<file path="src/rtl/pwm_pkg.sv">
// Shared constants and helpers for the PWM generator family.
//   PWM_DIV_50M     : clk cycles per 10 us tick at 50 MHz
//   PWM_PERIOD_20MS : ticks per 20 ms servo/motor frame
//   PWM_CW          : default counter / duty width
//   clog2_min1()    : $clog2 that never returns 0, for index port widths
package pwm_pkg;

  localparam int PWM_DIV_50M     = 500;
  localparam int PWM_PERIOD_20MS = 2000;
  localparam int PWM_CW          = 12;

  function automatic int clog2_min1(input int n);
    return (n <= 2) ? 1 : $clog2(n);
  endfunction

endpackage

</file>
<file path="src/rtl/pwm_prescaler.sv">
// Tick prescaler: divides clk by DIV.
//   clk   : system clock
//   rst_n : asynchronous active-low reset
//   tick  : high for the single clk where the prescaler sits at DIV-1
module pwm_prescaler
  import pwm_pkg::*;
#(
  parameter int DIV = PWM_DIV_50M
) (
  input  logic clk,
  input  logic rst_n,
  output logic tick
);

  localparam int PW = clog2_min1(DIV);
  localparam logic [PW-1:0] LAST_C = PW'(DIV - 1);

  logic [PW-1:0] pre_q;
  logic [PW-1:0] pre_d;

  assign tick  = (pre_q == LAST_C);
  assign pre_d = tick ? '0 : pre_q + 1'b1;

  always_ff @(posedge clk or negedge rst_n) begin
    if (!rst_n) begin
      pre_q <= '0;
    end else begin
      pre_q <= pre_d;
    end
  end

endmodule

</file>
<file path="src/rtl/pwm_multi_gen.sv">
// Multi-channel PWM generator with a shared period counter.
//   clk, rst_n    : system clock, asynchronous active-low reset
//   en            : global enable, low forces pwm_out low on the next clk
//   half_speed    : compare against active duty >> 1
//   ramp_en       : active duty slews toward pending by at most RAMP_STEP per period
//   wr_en/wr_ch/wr_duty : duty write into a channel's pending register
//   pwm_out       : registered PWM outputs, one per channel
//   period_start  : one-clk pulse the clk after the counter wraps
//   busy          : some channel's active duty differs from its pending duty
module pwm_multi_gen
  import pwm_pkg::*;
#(
  parameter int NCH       = 4,
  parameter int CW        = PWM_CW,
  parameter int DIV       = PWM_DIV_50M,
  parameter int PERIOD    = PWM_PERIOD_20MS,
  parameter int RAMP_STEP = 16,
  localparam int CHW      = clog2_min1(NCH)
) (
  input  logic           clk,
  input  logic           rst_n,
  input  logic           en,
  input  logic           half_speed,
  input  logic           ramp_en,
  input  logic           wr_en,
  input  logic [CHW-1:0] wr_ch,
  input  logic [CW-1:0]  wr_duty,
  output logic [NCH-1:0] pwm_out,
  output logic           period_start,
  output logic           busy
);

  localparam logic [CW-1:0] PERIOD_C = CW'(PERIOD);
  localparam logic [CW-1:0] LAST_C   = CW'(PERIOD - 1);
  localparam logic [CW:0]   STEP_C   = (CW + 1)'(RAMP_STEP);

  logic          tick;
  logic          wrap;
  logic [CW-1:0] cnt_q;
  logic [CW-1:0] cnt_d;
  logic [CW-1:0] next_cnt;
  logic [CW-1:0] wr_clamp;

  logic [NCH-1:0] pwm_q;
  logic [NCH-1:0] pwm_d;
  logic [NCH-1:0] diff_v;
  logic           period_start_q;
  logic           busy_q;

  pwm_prescaler #(
    .DIV (DIV)
  ) u_prescaler (
    .clk   (clk),
    .rst_n (rst_n),
    .tick  (tick)
  );

  // wrap is the boundary event: shadow loads and period_start key off it
  assign wrap     = tick && (cnt_q == LAST_C);
  assign next_cnt = wrap ? '0 : cnt_q + 1'b1;
  assign cnt_d    = tick ? next_cnt : cnt_q;
  assign wr_clamp = (wr_duty > PERIOD_C) ? PERIOD_C : wr_duty;

  for (genvar i = 0; i < NCH; i++) begin : g_ch
    logic          wr_hit;
    logic [CW-1:0] pending_q;
    logic [CW-1:0] pending_d;
    logic [CW-1:0] active_q;
    logic [CW-1:0] active_d;
    logic [CW-1:0] stepped;
    logic [CW-1:0] cmp;
    logic [CW:0]   act_x;
    logic [CW:0]   pend_x;

    // Out-of-range indices never match any channel, so they are dropped.
    assign wr_hit    = wr_en && (wr_ch == CHW'(i));
    // pending_d doubles as the forwarding path for a write on the boundary clk
    assign pending_d = wr_hit ? wr_clamp : pending_q;

    assign act_x  = {1'b0, active_q};
    assign pend_x = {1'b0, pending_d};

    // Slew one step toward pending; a remaining gap within one step lands
    // exactly on pending, so there is no overshoot and no wrap.
    always_comb begin
      stepped = pending_d;
      if (pend_x > act_x) begin
        if ((pend_x - act_x) > STEP_C) stepped = CW'(act_x + STEP_C);
      end else if (act_x > pend_x) begin
        if ((act_x - pend_x) > STEP_C) stepped = CW'(act_x - STEP_C);
      end
    end

    assign active_d = wrap ? (ramp_en ? stepped : pending_d) : active_q;

    // Compare uses the freshly loaded duty so a boundary load governs the
    // very first tick of the new period.
    assign cmp      = half_speed ? (active_d >> 1) : active_d;
    assign pwm_d[i] = !en ? 1'b0 : (tick ? (next_cnt < cmp) : pwm_q[i]);
    assign diff_v[i] = (active_d != pending_d);

    always_ff @(posedge clk or negedge rst_n) begin
      if (!rst_n) begin
        pending_q <= '0;
        active_q  <= '0;
      end else begin
        pending_q <= pending_d;
        active_q  <= active_d;
      end
    end
  end

  always_ff @(posedge clk or negedge rst_n) begin
    if (!rst_n) begin
      cnt_q          <= '0;
      pwm_q          <= '0;
      period_start_q <= 1'b0;
      busy_q         <= 1'b0;
    end else begin
      cnt_q          <= cnt_d;
      pwm_q          <= pwm_d;
      period_start_q <= wrap;
      busy_q         <= |diff_v;
    end
  end

  assign pwm_out      = pwm_q;
  assign period_start = period_start_q;
  assign busy         = busy_q;

endmodule

</file>
<file path="config.mk">
export PLATFORM = sky130hd
export DESIGN_NAME = pwm_multi_gen
export DESIGN_NICKNAME = d
export VERILOG_FILES = /design/src/rtl/pwm_pkg.sv /design/src/rtl/pwm_prescaler.sv /design/src/rtl/pwm_multi_gen.sv
export SDC_FILE = /design/constraint.sdc
export NUM_CORES = 1
export LEC_CHECK = 0
export ABC_CLOCK_PERIOD_IN_PS = 6000
export CAP_MARGIN = 20
export CORE_MARGIN = 5
export CORE_UTILIZATION = 50
export CTS_CLUSTER_SIZE = 28
export DETAILED_ROUTE_END_ITERATION = 16
export PLACE_DENSITY = 0.73
export SLEW_MARGIN = 20
export SYNTH_ARGS = -nofsm -noshare
export SYNTH_HDL_FRONTEND = slang
export SYNTH_SLANG_ARGS = --single-unit
</file>
<file path="constraint.sdc">
create_clock -name clk -period 6 [get_ports clk]
set_input_delay 0.9 -clock clk [delete_from_list [all_inputs] [get_ports clk]]
set_output_delay 0.9 -clock clk [all_outputs]
set_load 0.05 [all_outputs]
</file>
# Yosys cells after proc, flatten, opt, wreduce, memory -nomap -nowiden
# Cells that the tools add are included.
# Widths: inputs -> output; s select.
[op_classes]
addsub = 18
mul = 0
div_mod_pow = 0
order_cmp = 21
eq_ne = 10
shifts = 0
muxes = 43
bitwise = 0
reduce_logical = 7
[ops]
columns = ["cell", "n"]
rows = [
  ["$mux 12", 34],
  ["$gt 13x5->1 const B", 8],
  ["$sub 12x12->13", 8],
  ["$gt 12x12->1", 8],
  ["$add 12x5->12 const B", 4],
  ["$lt 12x12->1", 4],
  ["$ne 12x12->1", 4],
  ["$sub 12x5->12 const B", 4],
  ["$add 12x1->12 const B", 1],
  ["$eq 12x11->1 const B", 1],
  ["$gt 12x11->1 const B", 1],
  ["$add 9x1->9 const B", 1],
  ["$eq 9x9->1 const B", 1],
  ["$mux 9", 1],
  ["$mux 1", 8],
  ["$logic_and 1x1->1", 5],
  ["$eq 2x2->1 const B", 2],
  ["$reduce_or 4->1", 1],
  ["$eq 2x1->1 const B", 1],
  ["$logic_not 2->1", 1],
  ["$ne 2x1->1 const B", 1],
]
[totals]
ff_bits = 123
latchBits = 0
ram_bits = 0
rom_bits = 0
inputBits = 20
out_inout_bits = 6
wordCells = 112
n_memories = 0

# Longest topological paths before layout
# Gate-level depths: netlist of run 1.
[logic_depth]
depth_word = 14
depth_mapped = 32
mapped_depth_nobuf = 28

# By module
# Synthesis of run 1 repeated with hierarchy kept, for this count alone.
[unflattened]
cells_unflattened = 2002
hier_area_um2 = 15399.8
[by_module_without_submodules]
columns = ["mod", "n_inst", "cells_per_inst", "area_per_inst_um2", "seq_area_each_um2"]
rows = [
  ["pwm_multi_gen", 1, 1952, 14909.3, 2852.7],
  ["pwm_prescaler", 1, 50, 490.5, 225.2],
]

# Worst setup path before layout of run 1
# OpenSTA, ideal clock, no wires.
[synth_timing]
path_kind = "input port to flip-flop"
from = "in wr_ch[1]"
to = "reg pwm_q[1], in the netlist pwm_out[1]"
setup_ps = 95
arrival_time_ps = 6350
t_required_ps = 5905
slack_ps = -445
path_stages = 26
n_path_buf = 5
cell_sequence = "buf_2 -> nand3b_1 -> clkbuf_1 -> clkbuf_1 -> o21a_1 -> inv_1 -> ha_1 -> clkbuf_1 -> a21oi_1 -> and3_1 -> a221o_1 -> o31ai_1 -> nand2_1 -> o311ai_2 -> buf_2 -> nand2_1 -> nand2_1 -> a221o_1 -> o21ai_1 -> mux2i_1 -> ha_1 -> a21o_1 -> a21o_1 -> a21oi_1 -> o211ai_1 -> o31ai_1"
[synth_between]
elab_chain_len = 14
elab_cells_between_ends = 19
cone_classes = "add/sub (2); order compare (5); eq/ne (1); mux (10); reduce/logical (1)"
[synth_lines]
columns = ["element", "line", "source"]
rows = [
  ["start: declaration", "pwm_multi_gen.sv:26", "input logic [CHW-1:0] wr_ch,"],
  ["$eq 2x1->1 *", "pwm_multi_gen.sv:76", "assign wr_hit = wr_en && (wr_ch == CHW'(i));"],
  ["$logic_and 1x1->1 *", "pwm_multi_gen.sv:76", ""],
  ["$mux 12 *", "pwm_multi_gen.sv:78", "assign pending_d = wr_hit ? wr_clamp : pending_q;"],
  ["net g_ch[1].pending_d[4]", "pwm_multi_gen.sv:67", "logic [CW-1:0] pending_d;"],
  ["$sub 12x12->13", "pwm_multi_gen.sv:90", "if ((act_x - pend_x) > STEP_C) stepped = CW'(act_x - STEP_C);"],
  ["$gt 13x5->1", "pwm_multi_gen.sv:90", ""],
  ["$mux 12", "pwm_multi_gen.sv:90", ""],
  ["$mux 12", "pwm_multi_gen.sv:89", "end else if (act_x > pend_x) begin"],
  ["$mux 12 *", "pwm_multi_gen.sv:87", "if (pend_x > act_x) begin"],
  ["$mux 12 * (2 in series)", "pwm_multi_gen.sv:94", "assign active_d = wrap ? (ramp_en ? stepped : pending_d) : active_q;"],
  ["net g_ch[1].active_d[6]", "pwm_multi_gen.sv:69", "logic [CW-1:0] active_d;"],
  ["$mux 12 *", "pwm_multi_gen.sv:98", "assign cmp = half_speed ? (active_d >> 1) : active_d;"],
  ["$lt 12x12->1 *", "pwm_multi_gen.sv:99", "assign pwm_d[i] = !en ? 1'b0 : (tick ? (next_cnt < cmp) : pwm_q[i]);"],
  ["$mux 1 * (2 in series)", "pwm_multi_gen.sv:99", ""],
  ["end signal: assignment", "pwm_multi_gen.sv:121", "pwm_q <= pwm_d;"],
  ["end: declaration", "pwm_multi_gen.sv:44", "logic [NCH-1:0] pwm_q;"],
]
# The timed path passes the listed nets; every way through them passes the cells marked *. The select of a mux whose other input is x is not followed.
# A chain may end at the register's enable or synchronous reset.

# Worst setup path after layout of run 1
[layout_timing]
from = "in wr_duty[8]"
to = "reg pwm_q[1], in the netlist pwm_out[1]"
[layout_between]
elab_chain_len = 14
elab_cells_between_ends = 19
cone_classes = "add/sub (2); order compare (6); mux (11)"
[layout_lines]
columns = ["element", "line", "source"]
rows = [
  ["start: declaration", "pwm_multi_gen.sv:27", "input logic [CW-1:0] wr_duty,"],
  ["$gt 12x11->1 *", "pwm_multi_gen.sv:62", "assign wr_clamp = (wr_duty > PERIOD_C) ? PERIOD_C : wr_duty;"],
  ["$mux 12 *", "pwm_multi_gen.sv:62", ""],
  ["$mux 12 *", "pwm_multi_gen.sv:78", ""],
  ["net g_ch[1].pending_d[4]", "pwm_multi_gen.sv:67", ""],
  ["$sub 12x12->13", "pwm_multi_gen.sv:90", ""],
  ["$gt 13x5->1", "pwm_multi_gen.sv:90", ""],
  ["$mux 12", "pwm_multi_gen.sv:90", ""],
  ["$mux 12", "pwm_multi_gen.sv:89", ""],
  ["$mux 12 *", "pwm_multi_gen.sv:87", ""],
  ["$mux 12 * (2 in series)", "pwm_multi_gen.sv:94", ""],
  ["net g_ch[1].active_d[7]", "pwm_multi_gen.sv:69", ""],
  ["$mux 12 *", "pwm_multi_gen.sv:98", ""],
  ["$lt 12x12->1 *", "pwm_multi_gen.sv:99", ""],
  ["$mux 1 * (2 in series)", "pwm_multi_gen.sv:99", ""],
]
# Marked as above.

==> flow_metrics.tcl, run 1 <==
set metrics [dict create \
    grt_overflow 0 \
    dieArea_mm2 0.0340 \
    grt_usage_pct 38.0 \
    violations "setup timing" \
    required_ns 6.31 \
    synth-edff-count 0 \
    root_buffer "clkbuf_16" \
    status "finished, violations left" \
    pin_count 26 \
    crit_slowest_cell "or4b_1" \
    n_antenna_cell 0 \
    cts.sinks 123 \
    row_count 63 \
    hold_viol_final 0 \
    nFillCells 2246 \
    clock_latency_ns 0.45 \
    cts_inserted_buffers 17 \
    p_per_area_mw_per_mm2 192 \
    synth_top_area_share_pct 20.2 \
    yosysUniqueCellTypes 96 \
    drive_above_1_share_pct 33.7 \
    ff2ff_path_depth 24 \
    instances_no_fill 2944 \
    rsz0062_at_grt "yes" \
    antenna_found_initial 0 \
    postCtsHoldBufs 0 \
    setup_ws_ns -0.0982 \
    syn_to_final_growth_pct 44.3 \
    synth_area_mm2 0.0152 \
    crit_path_start "wr_duty[8]" \
    synth_cells 2009 \
    io_buffers 25 \
    hpwl_mm 51.5 \
    slew_violations 0 \
    synth-seq-cells 123 \
    setup_violations 1 \
    timing.setup.tns_ns -0.0982 \
    clk_pin_slew_ns 0.06 \
    finClkSkew_ns 0.0169 \
    routed_wl_mm 68.8 \
    max_freq_ghz 0.164 \
    power_leakage_nw 10.2 \
    min_period_ns 6.10 \
    synthTopCellsByArea "dfrtp_1, ha_1, xnor2_1, nand2_1, o21ai_0" \
    grt_max_degree 66 \
    final.period_utilization_pct 102 \
    worstSetupPathType "input port to flip-flop" \
    fin_hold_ws_ns 0.453 \
    grt_pass1_wl_mm 102 \
    yosysSeqAreaShare_pct 20.2 \
    yosys.area.top_type "dfrtp_1" \
    grt_pass1_vias 18300 \
    route.detailed.drc 0 \
    die_w_um 184 \
    nNetsFinal 2691 \
    ys_async_sr_fraction_pct 100 \
    path_common_cell "buf_6" \
    maxCapViolCount 0 \
    cts_max_level 4 \
    regToRegEndpoint "pwm_out[1]" \
    yosys_warnings 0 \
    peakVddDrop_mv 0.209 \
    die_h_um 184 \
    crit_path_max_fanout 5 \
    core_mm2 0.0298 \
    worst_pin_slew_ns 1.14 \
    drt-initial-drc-count 2382 \
    dp.cells 2824 \
    start_kind "input port" \
    clockBufferDepth 2 \
    relSlewSlack_pct 23.6 \
    num_vias 19200 \
    gp_congestion 1.06 \
    regToRegSetupSlack_ns 0.41 \
    cpPeakStageDelay_ns 0.46 \
    worstPathArrival_ns 6.41 \
    endpoint_kind "flip-flop" \
    ys.flop_type "dfrtp_1" \
    cts_tree "done" \
    wl_per_cell_um 23.4 \
    synth.avg_cell_area_um2 7.57 \
    syn_nets 2159 \
    initial_core_util_pct 51.0 \
    vias_per_cell 6.53 \
    dr.pass1.iters 9 \
    antenna_left 0 \
    min-delay-path-class "input port to asynchronous set/reset pin" \
    regToRegStartpoint "g_ch[1].active_q[6]" \
]
synth_stat cells (all sizes together) (16+ instances only):
master	number
xor2	21
nand3	76
o21a	27
clkbuf	87
nor4	26
or3	19
a221o	19
a211oi	28
nor3	52
o22ai	21
and2	23
nand2	185
and3	23
inv	146
a31oi	18
nand4	42
ha	126
a22oi	20
buf	21
nor2	133
a2111oi	16
xnor2	81
o31ai	17
dfrtp	123
o21ai	162
nand2b	23
nor2b	23
a21oi	123
o211ai	34
mux2i	61
a21o	28
worst max-delay path, delay by kind of cell:
family	cells	cell delay (ns)
AOI/OAI and AO/OA	13	2.37
muxes	1	0.12
buffers and inverters	7	0.88
and+or+nand+nor	9	1.53
adders and majority gates	2	0.61
worst max-delay path by stage:
| stage | end | depth (start not counted) | slack [ns] |
|---|---|---|---|
| 5_1_grt | pwm_out[3] | 30 | -0.29 |
| 2_1_floorplan | pwm_out[1] | 29 | 0.001 |
| 3_5_place_dp | pwm_out[0] | 24 | -1.21 |
| 6_report | pwm_out[1] | 32 | -0.1 |
| 4_1_cts | pwm_out[2] | 28 | 0.005 |
| 3_3_place_gp | pwm_out[0] | 23 | -1.09 |
area by class of cell:
cell class | count | area, µm² | share of cell area (%)
Clock buffer | 18 | 429 | 1.96
Clock inverter | 14 | 184 | 0.838
Inverter | 151 | 569 | 2.59
Multi-Input combinational cell | 1627 | 12300 | 55.9
Sequential cell | 123 | 3080 | 14.0
Tap cell | 390 | 488 | 2.22
Timing Repair Buffer | 621 | 4920 | 22.4
cells by family after synthesis:
logic type | synth area share (%)
AO/OA/AOI/OAI | 30.1
adder cells (fa/ha/maj) | 10.9
flip-flops | 20.2
XOR/XNOR | 5.88
buffers and inverters | 6.61
AND/OR/NAND/NOR | 21.8
multiplexers | 4.51
registers in the layout (all words and copies together) (netlist names):
signal             flops
busy                   1
cnt_q                 12
g_ch.active_q         48
g_ch.pending_q        48
period_start           1
pwm_out                4
u_prescaler.pre_q      9
power by group:
| part | switching, mW | total (mW) | internal, mW |
|---|---|---|---|
| Combinational | 1.17 | 2.20 | 1.03 |
| Clock | 0.454 | 1.12 | 0.664 |
| Sequential | 0.0266 | 0.902 | 0.875 |
| Total | 1.65 | 4.22 | 2.57 |
stage by stage:
stage | setup slack (ns) | power [mW] | utilization (%) | area (µm²)
after floorplan | 0.00125 | 1.91 | - | 15300
final | -0.0982 | 4.22 | 73.6 | 21900
after global placement | -1.09 | 2.76 | 65.1 | 19400
after global routing | -0.293 | 4.40 | 73.6 | 21900
after CTS | 0.00479 | 3.98 | 69.6 | 20700
after detailed placement | -1.21 | 2.78 | 65.1 | 19400
metal layers:
layer	global-route usage, %	wire length [µm]
met2	61.3	30800
met5	0.429	0
met1	49.2	26700
met3	8.68	7530
met4	15.9	3750
layout by cell type (no fill, tap or decap), types with 26 or more instances in the layout:
| cell type | netlist | final |
|---|---|---|
| a21o_1 | 28 | 28 |
| a21oi_1 | 122 | 104 |
| buf_4 | 5 | 555 |
| buf_6 | 0 | 32 |
| dfrtp_1 | 123 | 123 |
| ha_1 | 126 | 104 |
| inv_1 | 145 | 137 |
| mux2i_1 | 59 | 54 |
| nand2_1 | 184 | 176 |
| nand3_1 | 76 | 72 |
| nand4_1 | 42 | 42 |
| nor2_1 | 132 | 124 |
| nor3_1 | 52 | 47 |
| o211ai_1 | 34 | 34 |
| o21a_1 | 27 | 26 |
| o21ai_0 | 137 | 97 |
| o21ai_1 | 23 | 29 |
| o21ai_2 | 1 | 26 |
| xnor2_1 | 81 | 80 |
what timing repair did:
item,4_1_cts,5_1_grt
setup buffers,32,60
setup endpoints to repair,5,5
endpoints found under the hold margin,0,0
gates resized for setup,137,209
cloned,2,1
pin swaps,64,118
Power figures use the tool's default switching activity.
==> run 2: changes to the inputs <==
--- a/config.mk
+++ b/config.mk
@@ -12,6 +12,7 @@
 export CTS_CLUSTER_SIZE = 28
 export DETAILED_ROUTE_END_ITERATION = 16
 export PLACE_DENSITY = 0.73
+export REMOVE_ABC_BUFFERS = 1
 export SLEW_MARGIN = 20
 export SYNTH_ARGS = -nofsm -noshare
 export SYNTH_HDL_FRONTEND = slang
==> flow_metrics.tcl, run 2 (same netlist as run 1, synthesis figures left out) <==
set metrics [dict create \
    gp_congestion 1.04 \
    clk_pin_slew_ns 0.07 \
    num_vias 19300 \
    worst_pin_slew_ns 1.22 \
    setup_violations 4 \
    route.detailed.drc 0 \
    final.period_utilization_pct 102 \
    routed_wl_mm 69.2 \
    clkPwrFrac_pct 27.5 \
    n_antenna_cell 0 \
    max_freq_ghz 0.163 \
    cts.sinks 123 \
    clock_latency_ns 0.45 \
    crit_path_max_fanout 7 \
    wl_per_cell_um 23.4 \
    switching_share_pct 38.5 \
    top_regs "g_ch.active_q x48, g_ch.pending_q x48, cnt_q x12" \
    grt_pass1_vias 18700 \
    relSlewSlack_pct 17.6 \
    grt_pass1_wl_mm 105 \
    grt_usage_pct 39.2 \
    drt-initial-drc-count 2421 \
    min-delay-path-class "flip-flop to flip-flop" \
    dieArea_mm2 0.0340 \
    dp.cells 2840 \
    worstPathArrival_ns 6.47 \
    required_ns 6.32 \
    dr.pass1.iters 6 \
    p_int_mw 2.59 \
    min_period_ns 6.15 \
    cp_num_buf_inv 7 \
    cts_max_level 4 \
    finClkSkew_ns 0.0136 \
    layout_commonest_cell "buf_4" \
    ff2ff_path_depth 24 \
    fin_hold_ws_ns 0.466 \
    path_delay_family "compound AO/OA/AOI/OAI gates" \
    final_util_pct 72.7 \
    hold_viol_final 0 \
    drive_above_1_share_pct 32.8 \
    initial_core_util_pct 51.0 \
    pin_count 26 \
    p_seq_share_pct 21.4 \
    switching_power_mw 1.62 \
    peakVddDrop_mv 0.217 \
    cpPeakStageDelay_ns 0.51 \
    syn_to_final_growth_pct 42.6 \
    comb_power_share_pct 51.1 \
    antenna_found_initial 1 \
    cts_inserted_buffers 17 \
    core_mm2 0.0298 \
    vias_per_cell 6.53 \
    start_kind "input port" \
    rsz0062_at_grt "yes" \
    placedInstanceArea_mm2 0.0195 \
    final_area_mm2 0.0217 \
    crit_slowest_cell "clkdlybuf4s50_1" \
    crit_path_start "wr_duty[3]" \
    p_per_area_mw_per_mm2 194 \
    die_h_um 184 \
    hp-start "u_prescaler.pre_q[0]" \
    maxCapViolCount 0 \
    regToRegStartpoint "g_ch[3].active_q[7]" \
    io_buffers 25 \
    status "finished, violations left" \
    clockBufferDepth 2 \
    hpwl_mm 51.2 \
    grt_max_degree 80 \
    endpoint_kind "flip-flop" \
    root_buffer "clkbuf_16" \
    instances_no_fill 2959 \
    min_path_cells 1 \
    row_count 63 \
    antenna_left 0 \
    path_common_cell "buf_4" \
    cts_tree "done" \
    slew_violations 0 \
    nNetsFinal 2707 \
    dp_slack_ns -1.24 \
    violations "setup timing" \
    final_cell_mix "buf_4, nand2_1, inv_1" \
    path_depth 28 \
    grt_overflow 0 \
    worstSetupPathType "input port to flip-flop" \
    die_w_um 184 \
    power_leakage_nw 10.2 \
    setup_ws_ns -0.145 \
]
==> run 2: worst reg2reg max path, delay by kind of cell (launching register included) <==
kind	cells	cell delay, ns
buf+inv	6	1.26
flops	1	0.50
fa+ha+maj	2	0.76
mux	1	0.07
compound gates	11	1.94
simple gates	4	0.73
==> run 2: power groups by stage <==
stage,Clock [mW],Combinational (mW),Sequential (mW)
floorplan,0,0.966,0.906
global placement,0,1.86,0.911
detailed placement,0,1.88,0.913
CTS,1.15,1.99,0.899
global route,1.19,2.29,0.904
finish,1.16,2.15,0.901
==> run 2: what timing repair did <==
| item | in CTS | in global routing |
|---|---|---|
| pin swaps | 56 | 77 |
| gates resized for setup | 136 | 132 |
| hold buffers | 0 | 0 |
| setup buffers | 63 | 29 |
| hold endpoints to repair | 0 | 0 |
| setup endpoints to repair | 5 | 5 |
| cloned | 0 | 0 |
==> run 2: layout make-up <==
| type | instances | area, µm² |
|---|---|---|
| fill | 2295 | 8120 |
| clock buffer | 19 | 443 |
| sequential | 123 | 3080 |
| multi-input combinational | 1627 | 12000 |
| tap | 390 | 488 |
| clock inverter | 12 | 188 |
| timing repair buffer | 637 | 4920 |
| inverter | 151 | 569 |
==> run 2: path summary, 6_finish.rpt <==
check	to	slack, ns
worst min register to register	u_prescaler.pre_q[0]	0.47
min in group asynchronous	u_prescaler.pre_q[6]	0.51
worst max register to register	pwm_out[3]	0.59
max in group asynchronous	g_ch[3].active_q[2]	4.23
worst min-delay path	u_prescaler.pre_q[0]	0.47
worst max-delay path	pwm_out[3]	-0.15
==> run 2: stage by stage <==
step                      setup TNS (ns)  power, mW
after floorplan                    -1.30       1.87
after global placement             -4.94       2.77
after detailed placement           -4.90       2.79
after CTS                              0       4.03
after global routing               -1.09       4.38
final                             -0.281       4.21
==> run 2: per-layer routing <==
layer  up-vias  GRT usage, %  part of all wire, %
met2      1292          63.2                   45
met5         -             0                0.019
met3       331          10.1                   11
met1      9103          49.7                   38
met4         2          17.3                  5.7
li1       8600             -                    -
